`config.mk`:
```
export PLATFORM = sky130hd
export DESIGN_NAME = fifo2_flat
export DESIGN_NICKNAME = d
export VERILOG_FILES = /design/src/rtl/fifo2_if.sv /design/src/rtl/fifo2.sv /design/src/flat_wrapper.sv
export SDC_FILE = /design/constraint.sdc
export NUM_CORES = 1
export LEC_CHECK = 0
export CORE_ASPECT_RATIO = 1.5
export CORE_MARGIN = 2
export CORE_UTILIZATION = 41
export DETAILED_ROUTE_END_ITERATION = 6
export SETUP_SLACK_MARGIN = 0.05
export SYNTH_ARGS = -nofsm -noshare
export SYNTH_HDL_FRONTEND = slang
export SYNTH_SLANG_ARGS = --single-unit
export TNS_END_PERCENT = 20
```
`constraint.sdc`:
```
create_clock -name clk -period 3.7 [get_ports clk]
set_clock_uncertainty 0.2 [all_clocks]
set_input_delay 0.74 -clock clk [delete_from_list [all_inputs] [get_ports clk]]
set_output_delay 0.74 -clock clk [all_outputs]
set_load 0.05 [all_outputs]
```
`src/rtl/fifo2_if.sv`:
```
// ============================================================================
// Module      : fifo2_if
// Description : Producer/consumer handshake bundle for the fifo2 buffer.
// Revision    : 1.0 - initial release
// ============================================================================
`default_nettype none

interface fifo2_if #(
  parameter int DATA_WIDTH = 8,
  parameter int CNT_WIDTH  = 8
);
  logic                  wr_en;
  logic                  rd_en;
  logic [DATA_WIDTH-1:0] buf_in;
  logic [DATA_WIDTH-1:0] buf_out;
  logic                  buf_empty;
  logic                  buf_full;
  logic [CNT_WIDTH-1:0]  fifo_counter;

  modport master (
    output wr_en, rd_en, buf_in,
    input  buf_out, buf_empty, buf_full, fifo_counter
  );

  modport slave (
    input  wr_en, rd_en, buf_in,
    output buf_out, buf_empty, buf_full, fifo_counter
  );
endinterface

`default_nettype wire

```
`src/rtl/fifo2.sv`:
```
// ============================================================================
// Module      : fifo2
// Description : Single-clock synchronous FIFO with occupancy count and flags.
// Revision    : 1.0 - initial release
// ============================================================================
`default_nettype none

module fifo2 #(
  parameter int DATA_WIDTH = 8,
  parameter int DEPTH      = 64,
  parameter int ADDR_WIDTH = 6,
  parameter int CNT_WIDTH  = 8
) (
  input  wire logic  clk,
  input  wire logic  rst,
  fifo2_if.slave     bus
);

  localparam logic [CNT_WIDTH-1:0]  FULL_COUNT = CNT_WIDTH'(DEPTH);
  localparam logic [ADDR_WIDTH-1:0] PTR_ONE    = ADDR_WIDTH'(1);
  localparam logic [CNT_WIDTH-1:0]  CNT_ONE    = CNT_WIDTH'(1);

  logic [DATA_WIDTH-1:0] mem [DEPTH];
  logic [ADDR_WIDTH-1:0] wr_ptr;
  logic [ADDR_WIDTH-1:0] rd_ptr;
  logic [CNT_WIDTH-1:0]  count;
  logic [DATA_WIDTH-1:0] out_q;
  logic                  empty;
  logic                  full;
  logic                  wr_ok;
  logic                  rd_ok;

  // Flags decode the live count so they move in the same cycle as the count.
  assign empty = (count == '0);
  assign full  = (count == FULL_COUNT);
  assign wr_ok = bus.wr_en & ~full;
  assign rd_ok = bus.rd_en & ~empty;

  assign bus.buf_empty    = empty;
  assign bus.buf_full     = full;
  assign bus.fifo_counter = count;
  assign bus.buf_out      = out_q;

  // Storage carries no reset; stale entries are unreachable once pointers clear.
  always_ff @(posedge clk) begin
    if (wr_ok) begin
      mem[wr_ptr] <= bus.buf_in;
    end
  end

  always_ff @(posedge clk or negedge rst) begin
    if (!rst) begin
      wr_ptr <= '0;
      rd_ptr <= '0;
      count  <= '0;
      out_q  <= '0;
    end else begin
      if (wr_ok) begin
        wr_ptr <= wr_ptr + PTR_ONE;
      end
      if (rd_ok) begin
        out_q  <= mem[rd_ptr];
        rd_ptr <= rd_ptr + PTR_ONE;
      end
      if (wr_ok && !rd_ok) begin
        count <= count + CNT_ONE;
      end else if (rd_ok && !wr_ok) begin
        count <= count - CNT_ONE;
      end
    end
  end

endmodule

`default_nettype wire

```
`src/flat_wrapper.sv`:
```
// flat-port wrapper written by rule: the top's interface ports become plain ports
module fifo2_flat 
#(
  parameter int DATA_WIDTH = 8,
  parameter int DEPTH      = 64,
  parameter int ADDR_WIDTH = 6,
  parameter int CNT_WIDTH  = 8
)
  (clk, rst, bus_wr_en, bus_rd_en, bus_buf_in, bus_buf_out, bus_buf_empty, bus_buf_full, bus_fifo_counter);
  fifo2_if #(.DATA_WIDTH(DATA_WIDTH), .CNT_WIDTH(CNT_WIDTH)) bus_i ();
  input  wire logic clk;
  input  wire logic rst;
  input wire logic [$bits(bus_i.wr_en)-1:0] bus_wr_en;
  input wire logic [$bits(bus_i.rd_en)-1:0] bus_rd_en;
  input wire logic [$bits(bus_i.buf_in)-1:0] bus_buf_in;
  output wire logic [$bits(bus_i.buf_out)-1:0] bus_buf_out;
  output wire logic [$bits(bus_i.buf_empty)-1:0] bus_buf_empty;
  output wire logic [$bits(bus_i.buf_full)-1:0] bus_buf_full;
  output wire logic [$bits(bus_i.fifo_counter)-1:0] bus_fifo_counter;
  assign bus_i.wr_en = bus_wr_en;
  assign bus_i.rd_en = bus_rd_en;
  assign bus_i.buf_in = bus_buf_in;
  assign bus_buf_out = bus_i.buf_out;
  assign bus_buf_empty = bus_i.buf_empty;
  assign bus_buf_full = bus_i.buf_full;
  assign bus_fifo_counter = bus_i.fifo_counter;
  fifo2 #(.DATA_WIDTH(DATA_WIDTH), .DEPTH(DEPTH), .ADDR_WIDTH(ADDR_WIDTH), .CNT_WIDTH(CNT_WIDTH)) u_core (.clk(clk), .rst(rst), .bus(bus_i));
endmodule
```
==> After elaboration in Yosys (flattened, before gate mapping) <==
Memories as Yosys holds them, arrays and structs flattened. A register that Yosys moved wholly into a read port is not among the register bits.
Cells that the tools add are included.
{ "word_totals": {"mem_bits_rw": 512, "memories": 1, "word_cells": 24, "out_inout_bits": 18, "ff_bits": 20, "inputBits": 12} }
{ "op_classes": {"n_mux": 4, "eq_ne": 1, "reduce_logical": 7, "n_bitwise": 4, "n_addsub": 4} }
{ "mem_list": {"columns": ["memory", "words", "word_bits", "rd", "rd_ports_with_merged_regs", "write_ports", "line_no", "source"], "rows": [
  ["u_core.mem", 64, 8, 1, 1, 1, "fifo2.sv:23", "logic [DATA_WIDTH-1:0] mem [DEPTH];"]
]} }
{ "ops": {"columns": ["op", "n"], "rows": [
  ["2-to-1 mux 8 bit", 2],
  ["adder 6 x 1 -> 6 bit (second input constant)", 2],
  ["adder 8 x 1 -> 8 bit (second input constant)", 1],
  ["== test 8 x 7 -> 1 bit (second input constant)", 1],
  ["logical NOT 8 bit", 1],
  ["subtractor 8 x 1 -> 8 bit (second input constant)", 1],
  ["logical NOT 1 bit", 3],
  ["bitwise AND 1 bit", 2],
  ["logical AND 1 bit", 2],
  ["2-to-1 mux 1 bit", 2],
  ["NOT 1 bit", 2],
  ["nonzero test 2 bit", 1]
]} }

==> Depth between registers and ports, before layout <==
Gate-level depths: netlist of run 1.
{ "depth": {"depth_word": 7, "depth_mapped": 14, "depth_no_buf": 13} }

==> Worst setup path after synthesis of run 1 <==
Ideal clock, no wire load.
{ "synth_path": {"path_type": "register to register", "from": "reg u_core.count[2], in the netlist u_core.bus.fifo_counter[2]", "to": "reg u_core.count[7], in the netlist u_core.bus.fifo_counter[7]", "period_less_slack_ps": 3637, "n_path_buf": 1, "path_slack_ps": 63, "t_required_ps": 3356, "stages_incl_launch_ff": 15, "setup_ps": 144, "arrival_ps": 3293, "cell_sequence": "dfrtp_1 > nor4_1 > nand2_1 > o21a_1 > clkinv_1 > buf_2 > ha_1 > inv_1 > ha_1 > a21o_1 > a21oi_1 > o211ai_1 > and3_1 > o21ba_2 > xor2_1"} }
{ "synth_via": {"elab_chain_len": 6, "elab_cells_between_ends": 15, "classes_between": "add/sub (2); eq/ne (1); mux (2); bitwise (4); reduce/logical (6)"} }
{ "synth_rtl": {"columns": ["element", "line_no", "source"], "rows": [
  ["start, declared", "fifo2.sv:26", "logic [CNT_WIDTH-1:0] count;"],
  ["start signal, assigned", "fifo2.sv:66", "count <= count + CNT_ONE;"],
  ["start signal, assigned", "fifo2.sv:68", "count <= count - CNT_ONE;"],
  ["branches (longest 6 deep; another with subtractor 8 x 1 -> 8 bit)", null, null]
]} }
Parallel ways; which one is timed is not known. The select of a mux whose other input is x is not followed.
A chain may end at the register's enable or synchronous reset.

==> Final worst setup path of run 1 <==
{ "layout_path": {"from": "reg u_core.count[2], in the netlist u_core.bus.fifo_counter[2]", "to": "out bus_buf_full"} }
{ "layout_via": {"elab_chain_len": 1} }
{ "layout_rtl": {"columns": ["element", "line_no", "source"], "rows": [
  ["== test 8 x 7 -> 1 bit", "fifo2.sv:35", "assign full = (count == FULL_COUNT);"],
  ["end, declared", "flat_wrapper.sv:18", "output wire logic [$bits(bus_i.buf_full)-1:0] bus_buf_full;"]
]} }
Every way passes these cells.

==> summary.md, run 1 <==
| Metric | Value |
|---|---|
| Layout area overhead | 14.48% |
| Reg-to-reg endpoint | u_core.bus.fifo_counter[7]$_DFFE_PN0P_ |
| IO buf count | 29 |
| Tcrit/Tclk final | 90.58% |
| Die Ht | 283.1 um |
| Yosys top cell area share | 72.22% |
| Reg2reg setup slack | 0.41 ns |
| LEAKAGE | 7.897 nW |
| CP Class | flop to primary output |
| Post-synth EDFFs | 512 |
| Critical Path, Cell by Cell | nor4_2 > and3_1 > clkdlybuf4s50_1 |
| Placed cells | 1839 |
| Unrepaired setup endpoints after global routing | no |
| Syn. warnings | 0 |
| Slowest cell delay on critical path | 0.80 ns |
| Critical Path RT | 2.76 ns |
| Worst Hold End | u_core.wr_ptr[2]$_DFFE_PN0P_ |
| Synth cell types | 55 |
| Clock Root Buffer | clkbuf_16 |
| Startpoint Class | flop |
| Multi-input gate area | 4848 um^2 |
| Arr. time, crit path | 2.41 ns |
| DRT Wirelength | 47.60 mm |
| GR Util met3 | 2.031% |
| PwrDens | 715.5 nW/um^2 |
| Routed vias | 10410 |
| Top Usage Layer GRT | met2 |
| FF-to-FF path depth | 13 |
| Area of the mapped netlist | 21290 um^2 |
| Clk sinks | 540 |
| Final hold viol count | 0 |
| Largest cells by area after synthesis | edfxtp_1, mux4_2, dfrtp_1 |
| Net Count, Synth | 1096 |
| Status | complete, no violations |
| GRT Total Usage | 17.99% |
| Yosys top cell by area | edfxtp_1 |
| Number of post-CTS setup repair buffers | 0 |
| Cell with the most instances after synthesis | edfxtp_1 |
| Chip Width | 190.1 um |
| 1st-iter DRT viols | 830 |
| Hpwl dp | 31.10 mm |
| TritonCTS clock tree | done |
| CTS max path bufs | 3 |
| Routed vias/inst | 5.427 |
| Layout cells sized above 1 | 24.38% |
| Row Count | 102 |
| Worst hold stages | 1 |
| Syn avg cell area | 19.82 um^2 |
| H-tree Lvls | 2 |
| Die area | 53800 um^2 |
| Max Cap Violations | 0 |
| Asr flop ratio synth | 5.185% |
| Fmax | 0.2984 GHz |
| CP Depth | 3 |
| CP max FO | 4 |
| Relative slew slack | 19.00% |
| Grt met1 use | 22.33% |
| Place WS | 0.09060 ns |
| WL/cell | 24.80 um |
| Fillcell total | 4186 |
| Met2 usage | 32.75% |
| Final nets | 1232 |
| Ant. Diodes | 0 |
| Largest net degree at the start of global routing | 65 |
| Worst-Margin Slew | 1.215 ns |
| Non-Filler Instances | 1919 |
| Worst path bufs/invs | 1 |
| Post-layout minimum cycle time | 3.351 ns |
| Maximum vdd drop | 587.6 uV |
| Vias in the first global route | 10920 |
| Initial antenna violation count | 0 |
| CTS buffer count | 45 |
| CP delay by family, top | buffers and inverters |
| Clock Latency Late Sink | 0.56 ns |
| Tightest Hold Check Type | flop to flop |
| Top_reg_cell synth | edfxtp_1 |
| First-pass DRT Iterations | 5 |
| DR DRC count | 0 |
| Crit. End Element | primary output |
| Slew Viols, Final | 0 |
| Number of top-level pins | 30 |
| Post-synthesis sequential area ratio | 75.51% |
| Cell count after synthesis | 1074 |
| Routability cong. | 0.8078 |
| TNS Setup | 0 ns |
| Design Power | 17.44 mW |
| Antenna viol nets, final | 0 |
| R2R Path Start | u_core.bus.fifo_counter[2]$_DFFE_PN0P_ |
| Sequential cell area | 16080 um^2 |
| # setup viols final | 0 |
| GR Overflow Total | 0 |
| CP max-delay cell | clkdlybuf4s50_1 |
| Clock-pin slew on the worst setup and hold paths | 0.07 ns |
| Final worst slack | 0.3486 ns |
| First-pass GRT wire length | 70.82 mm |
| Core outline area | 51430 um^2 |
| #FFs+latches synth | 540 |
| Initial core utilization | 41.39% |
| Post-synth top cells | edfxtp_1, mux4_2, nor2_1 |
| Min-Delay Startpoint | u_core.wr_ptr[2]$_DFFE_PN0P_ |
[metrics by stage]
stage	utilization, %	hold WS, ns	instance area [um^2]
2_1_floorplan	-	0.2444	21290
3_3_place_gp	44.61	0.2799	22940
3_5_place_dp	44.61	0.2933	22940
4_1_cts	47.37	0.3027	24360
5_1_grt	47.38	0.3141	24370
6_report	47.38	0.3001	24370
[routing by layer]
metal	part of all wire, %	routed length (um)
met1	39	18640
met2	54	25660
met3	4.1	1973
met4	2.8	1325
met5	0	0
[how the worst max path moves through the flow]
stage                                              to                              startpoint  slack [ns]
5_1_grt        u_core.bus.fifo_counter[7]$_DFFE_PN0P_  u_core.bus.fifo_counter[2]$_DFFE_PN0P_        0.17
2_1_floorplan  u_core.bus.fifo_counter[7]$_DFFE_PN0P_  u_core.bus.fifo_counter[2]$_DFFE_PN0P_        0.06
3_5_place_dp   u_core.bus.fifo_counter[7]$_DFFE_PN0P_                               bus_rd_en        0.09
4_1_cts                                  bus_buf_full  u_core.bus.fifo_counter[2]$_DFFE_PN0P_        0.21
3_3_place_gp   u_core.bus.fifo_counter[7]$_DFFE_PN0P_                               bus_rd_en        0.13
6_report                                 bus_buf_full  u_core.bus.fifo_counter[2]$_DFFE_PN0P_        0.35
[where the power goes]
group | switching [mW] | internal (mW) | total [mW] | leakage [nW]
registers | 0.562 | 7.05 | 7.61 | 4.94
clock network | 2.06 | 2.59 | 4.65 | 0.689
logic | 2.90 | 2.27 | 5.17 | 2.27
total | 5.53 | 11.9 | 17.4 | 7.90
[flip-flops by register name, indices dropped and copies added, names as in the netlist]
register and count:
u_core.bus.fifo_counter 8, u_core.wr_ptr 6, u_core.mem 512, u_core.bus.buf_out 8
u_core.rd_ptr 6
[kinds of logic (layout without fill, tap and decap cells)]
logic type,after synthesis,in the layout,synth area share (%)
flip-flops,540,540,75.51
XOR/XNOR,16,16,0.6582
adder cells (fa/ha/maj),10,10,0.6230
buffers and inverters,60,229,1.745
AO/OA/AOI/OAI,107,107,3.685
AND/OR/NAND/NOR,180,180,3.832
multiplexers,161,161,13.95
[cell type report]
| class | instances | area share (%) |
|---|---|---|
| clock buffer | 53 | 4.744 |
| inverter | 5 | 0.07701 |
| tap | 676 | 3.471 |
| sequential | 540 | 66.00 |
| clock inverter | 27 | 1.094 |
| timing repair buffer | 144 | 4.723 |
| multi-input combinational | 474 | 19.89 |
[cells in the final DEF, fill, tap and decap left out, types with 9 or more instances in the layout]
cell type,count
nor3_1,10
xnor2_1,10
mux2i_1,51
a22o_1,12
clkbuf_16,45
o211ai_1,9
nor2_1,83
edfxtp_1,512
nand2_1,39
nand3_1,13
a22oi_1,9
o22ai_1,14
o21ai_0,10
a211oi_1,19
mux4_2,107
ha_1,9
dfrtp_1,25
clkdlybuf4s50_1,21
clkinv_1,12
buf_4,112
[what timing repair did]
item | CTS | global route
resized for setup | 0 | 1
hold buffers | 0 | 0
endpoints found under the setup margin | 0 | 2
No activity file was read; power rests on OpenSTA's default activity.
==> run 2: changes to the inputs <==
Settings changed: MAX_ROUTING_LAYER from default to met4.
==> summary.md, run 2 (synthesized netlist as in run 1, its figures left out) <==
| Metric | Value |
|---|---|
| TritonCTS clock tree | done |
| Hpwl dp | 31.10 mm |
| Slowest cell delay on critical path | 0.80 ns |
| CTS buffer count | 45 |
| GR Overflow Total | 0 |
| Crit. End Element | primary output |
| Tcrit/Tclk final | 90.59% |
| Tightest Hold Check Type | flop to flop |
| Initial core utilization | 41.39% |
| Reg-to-reg endpoint | u_core.bus.fifo_counter[7]$_DFFE_PN0P_ |
| Unrepaired setup endpoints after global routing | no |
| 1st-iter DRT viols | 759 |
| CP Launch Point | u_core.bus.fifo_counter[2]$_DFFE_PN0P_ |
| Fmax | 0.2984 GHz |
| Worst-Margin Slew | 1.224 ns |
| H-tree Lvls | 2 |
| Reg2reg setup slack | 0.40 ns |
| Die area | 53800 um^2 |
| Sw power | 5.538 mW |
| Commonest non-fill, non-tap cell in the layout | edfxtp_1 |
| CP max FO | 4 |
| Max reg flops | 512 |
| Max Cap Violations | 0 |
| Clock-pin slew on the worst setup and hold paths | 0.07 ns |
| Min-Delay Startpoint | u_core.wr_ptr[2]$_DFFE_PN0P_ |
| GRT Total Usage | 18.55% |
| Clock Root Buffer | clkbuf_16 |
| Clock Latency Late Sink | 0.56 ns |
| Clk sinks | 540 |
| Slew Viols, Final | 0 |
| Vias in the first global route | 10890 |
| Core outline area | 51430 um^2 |
| Clk pwr share | 26.7% |
| Antenna viol nets, final | 0 |
| Final nets | 1232 |
| Placement Cell Area | 22940 um^2 |
| Initial antenna violation count | 0 |
| FF-to-FF path depth | 13 |
| Largest net degree at the start of global routing | 65 |
| Sequential Power Share | 43.7% |
| Relative slew slack | 18.41% |
| # setup viols final | 0 |
| Sw frac | 31.74% |
| Status | complete, no violations |
| Critical Path RT | 2.76 ns |
| CP max-delay cell | clkdlybuf4s50_1 |
| Finished Cell Area | 24370 um^2 |
| Post-cts hold buffer count | 0 |
| DR DRC count | 0 |
| Number of post-CTS setup repair buffers | 0 |
| Chip Width | 190.1 um |
| Core Util, Final | 47.38% |
| Row Count | 102 |
| TNS Setup | 0 ns |
| CTS max path bufs | 3 |
| Arr. time, crit path | 2.41 ns |
| Top reg by flops | u_core.mem |
| Critical Path, Cell by Cell | nor4_2 > and3_1 > clkdlybuf4s50_1 |
| Post-layout minimum cycle time | 3.352 ns |
| Startpoint Class | flop |
| CP Class | flop to primary output |
| DRT Wirelength | 47.62 mm |
| PwrDens | 715.9 nW/um^2 |
| First-pass GRT wire length | 70.93 mm |
| Routed vias/inst | 5.408 |
| Maximum vdd drop | 588.9 uV |
| Number of top-level pins | 30 |
| LEAKAGE | 7.897 nW |
| Cts repair resizes | 0 |
| First-pass DRT Iterations | 5 |
| Ant. Diodes | 0 |
| Routed vias | 10380 |
| Die Ht | 283.1 um |
| Most frequent cells in the layout | edfxtp_1, buf_4, mux4_2, nor2_1, mux2i_1 |
| IO buf count | 29 |
| CP endpoint | bus_buf_full |
| Int Pwr | 11.91 mW |
| Routability cong. | 0.8196 |
| Layout area overhead | 14.48% |
| Layout cells sized above 1 | 24.38% |
| Final hold viol count | 0 |
| R2R Path Start | u_core.bus.fifo_counter[2]$_DFFE_PN0P_ |
| WL/cell | 24.81 um |
| Combinational power share | 29.7% |
[run 2: cell counts in the layout (fill, tap and decap cells not counted)]
Identical to the previous run, type by type.
[run 2: layout make-up]
| type | count | area, um^2 |
|---|---|---|
| clock inverter | 27 | 266.5 |
| multi-input combinational | 474 | 4848 |
| fill | 4186 | 27060 |
| inverter | 5 | 18.77 |
| clock buffer | 53 | 1156 |
| tap | 676 | 845.8 |
| sequential | 540 | 16080 |
| timing repair buffer | 144 | 1151 |
[run 2: power groups by stage]
| stage | sequential (mW) | clock, mW | combinational [mW] |
|---|---|---|---|
| 2_1_floorplan | 7.62 | 0 | 3.55 |
| 3_3_place_gp | 7.74 | 0 | 5.22 |
| 3_5_place_dp | 7.75 | 0 | 5.24 |
| 4_1_cts | 7.62 | 4.76 | 5.25 |
| 5_1_grt | 7.68 | 4.96 | 5.52 |
| 6_report | 7.62 | 4.65 | 5.18 |
[run 2: per-stage QoR]
stage	power, mW	hold WS, ns	worst slack (ns)	instances
final	17.45	0.3002	0.3482	1919
after global routing	18.16	0.3141	0.1695	1919
after CTS	17.63	0.3027	0.2099	1919
after detailed placement	12.99	0.2933	0.09060	1839
after global placement	12.96	0.2799	0.1274	1839
after floorplan	11.17	0.2444	0.06274	1074
[run 2: how the worst min path moves through the flow]
| stage | cells past startpoint | slack (ns) | end |
|---|---|---|---|
| 6_report | 1 | 0.30 | u_core.wr_ptr[2]$_DFFE_PN0P_ |
| 2_1_floorplan | 0 | 0.24 | u_core.bus.buf_out[0]$_DFFE_PN0P_ |
| 5_1_grt | 1 | 0.31 | u_core.wr_ptr[2]$_DFFE_PN0P_ |
| 3_5_place_dp | 1 | 0.29 | u_core.wr_ptr[2]$_DFFE_PN0P_ |
| 3_3_place_gp | 1 | 0.28 | u_core.bus.fifo_counter[7]$_DFFE_PN0P_ |
| 4_1_cts | 1 | 0.30 | u_core.wr_ptr[2]$_DFFE_PN0P_ |
[run 2: critical path: cells and delay by family, from the launching register on]
kind	cells	cell delay (ns)
simple gates	2	0.61
flops	1	0.45
buf+inv	1	0.80
[run 2: routing by layer]
layer	GRT usage, %	vias up	part of all wire (%)
li1	-	4656	-
met1	22.34	5429	39
met2	32.77	223	54
met3	2.031	70	3.9
met4	5.581	0	2.7
met5	-	-	0
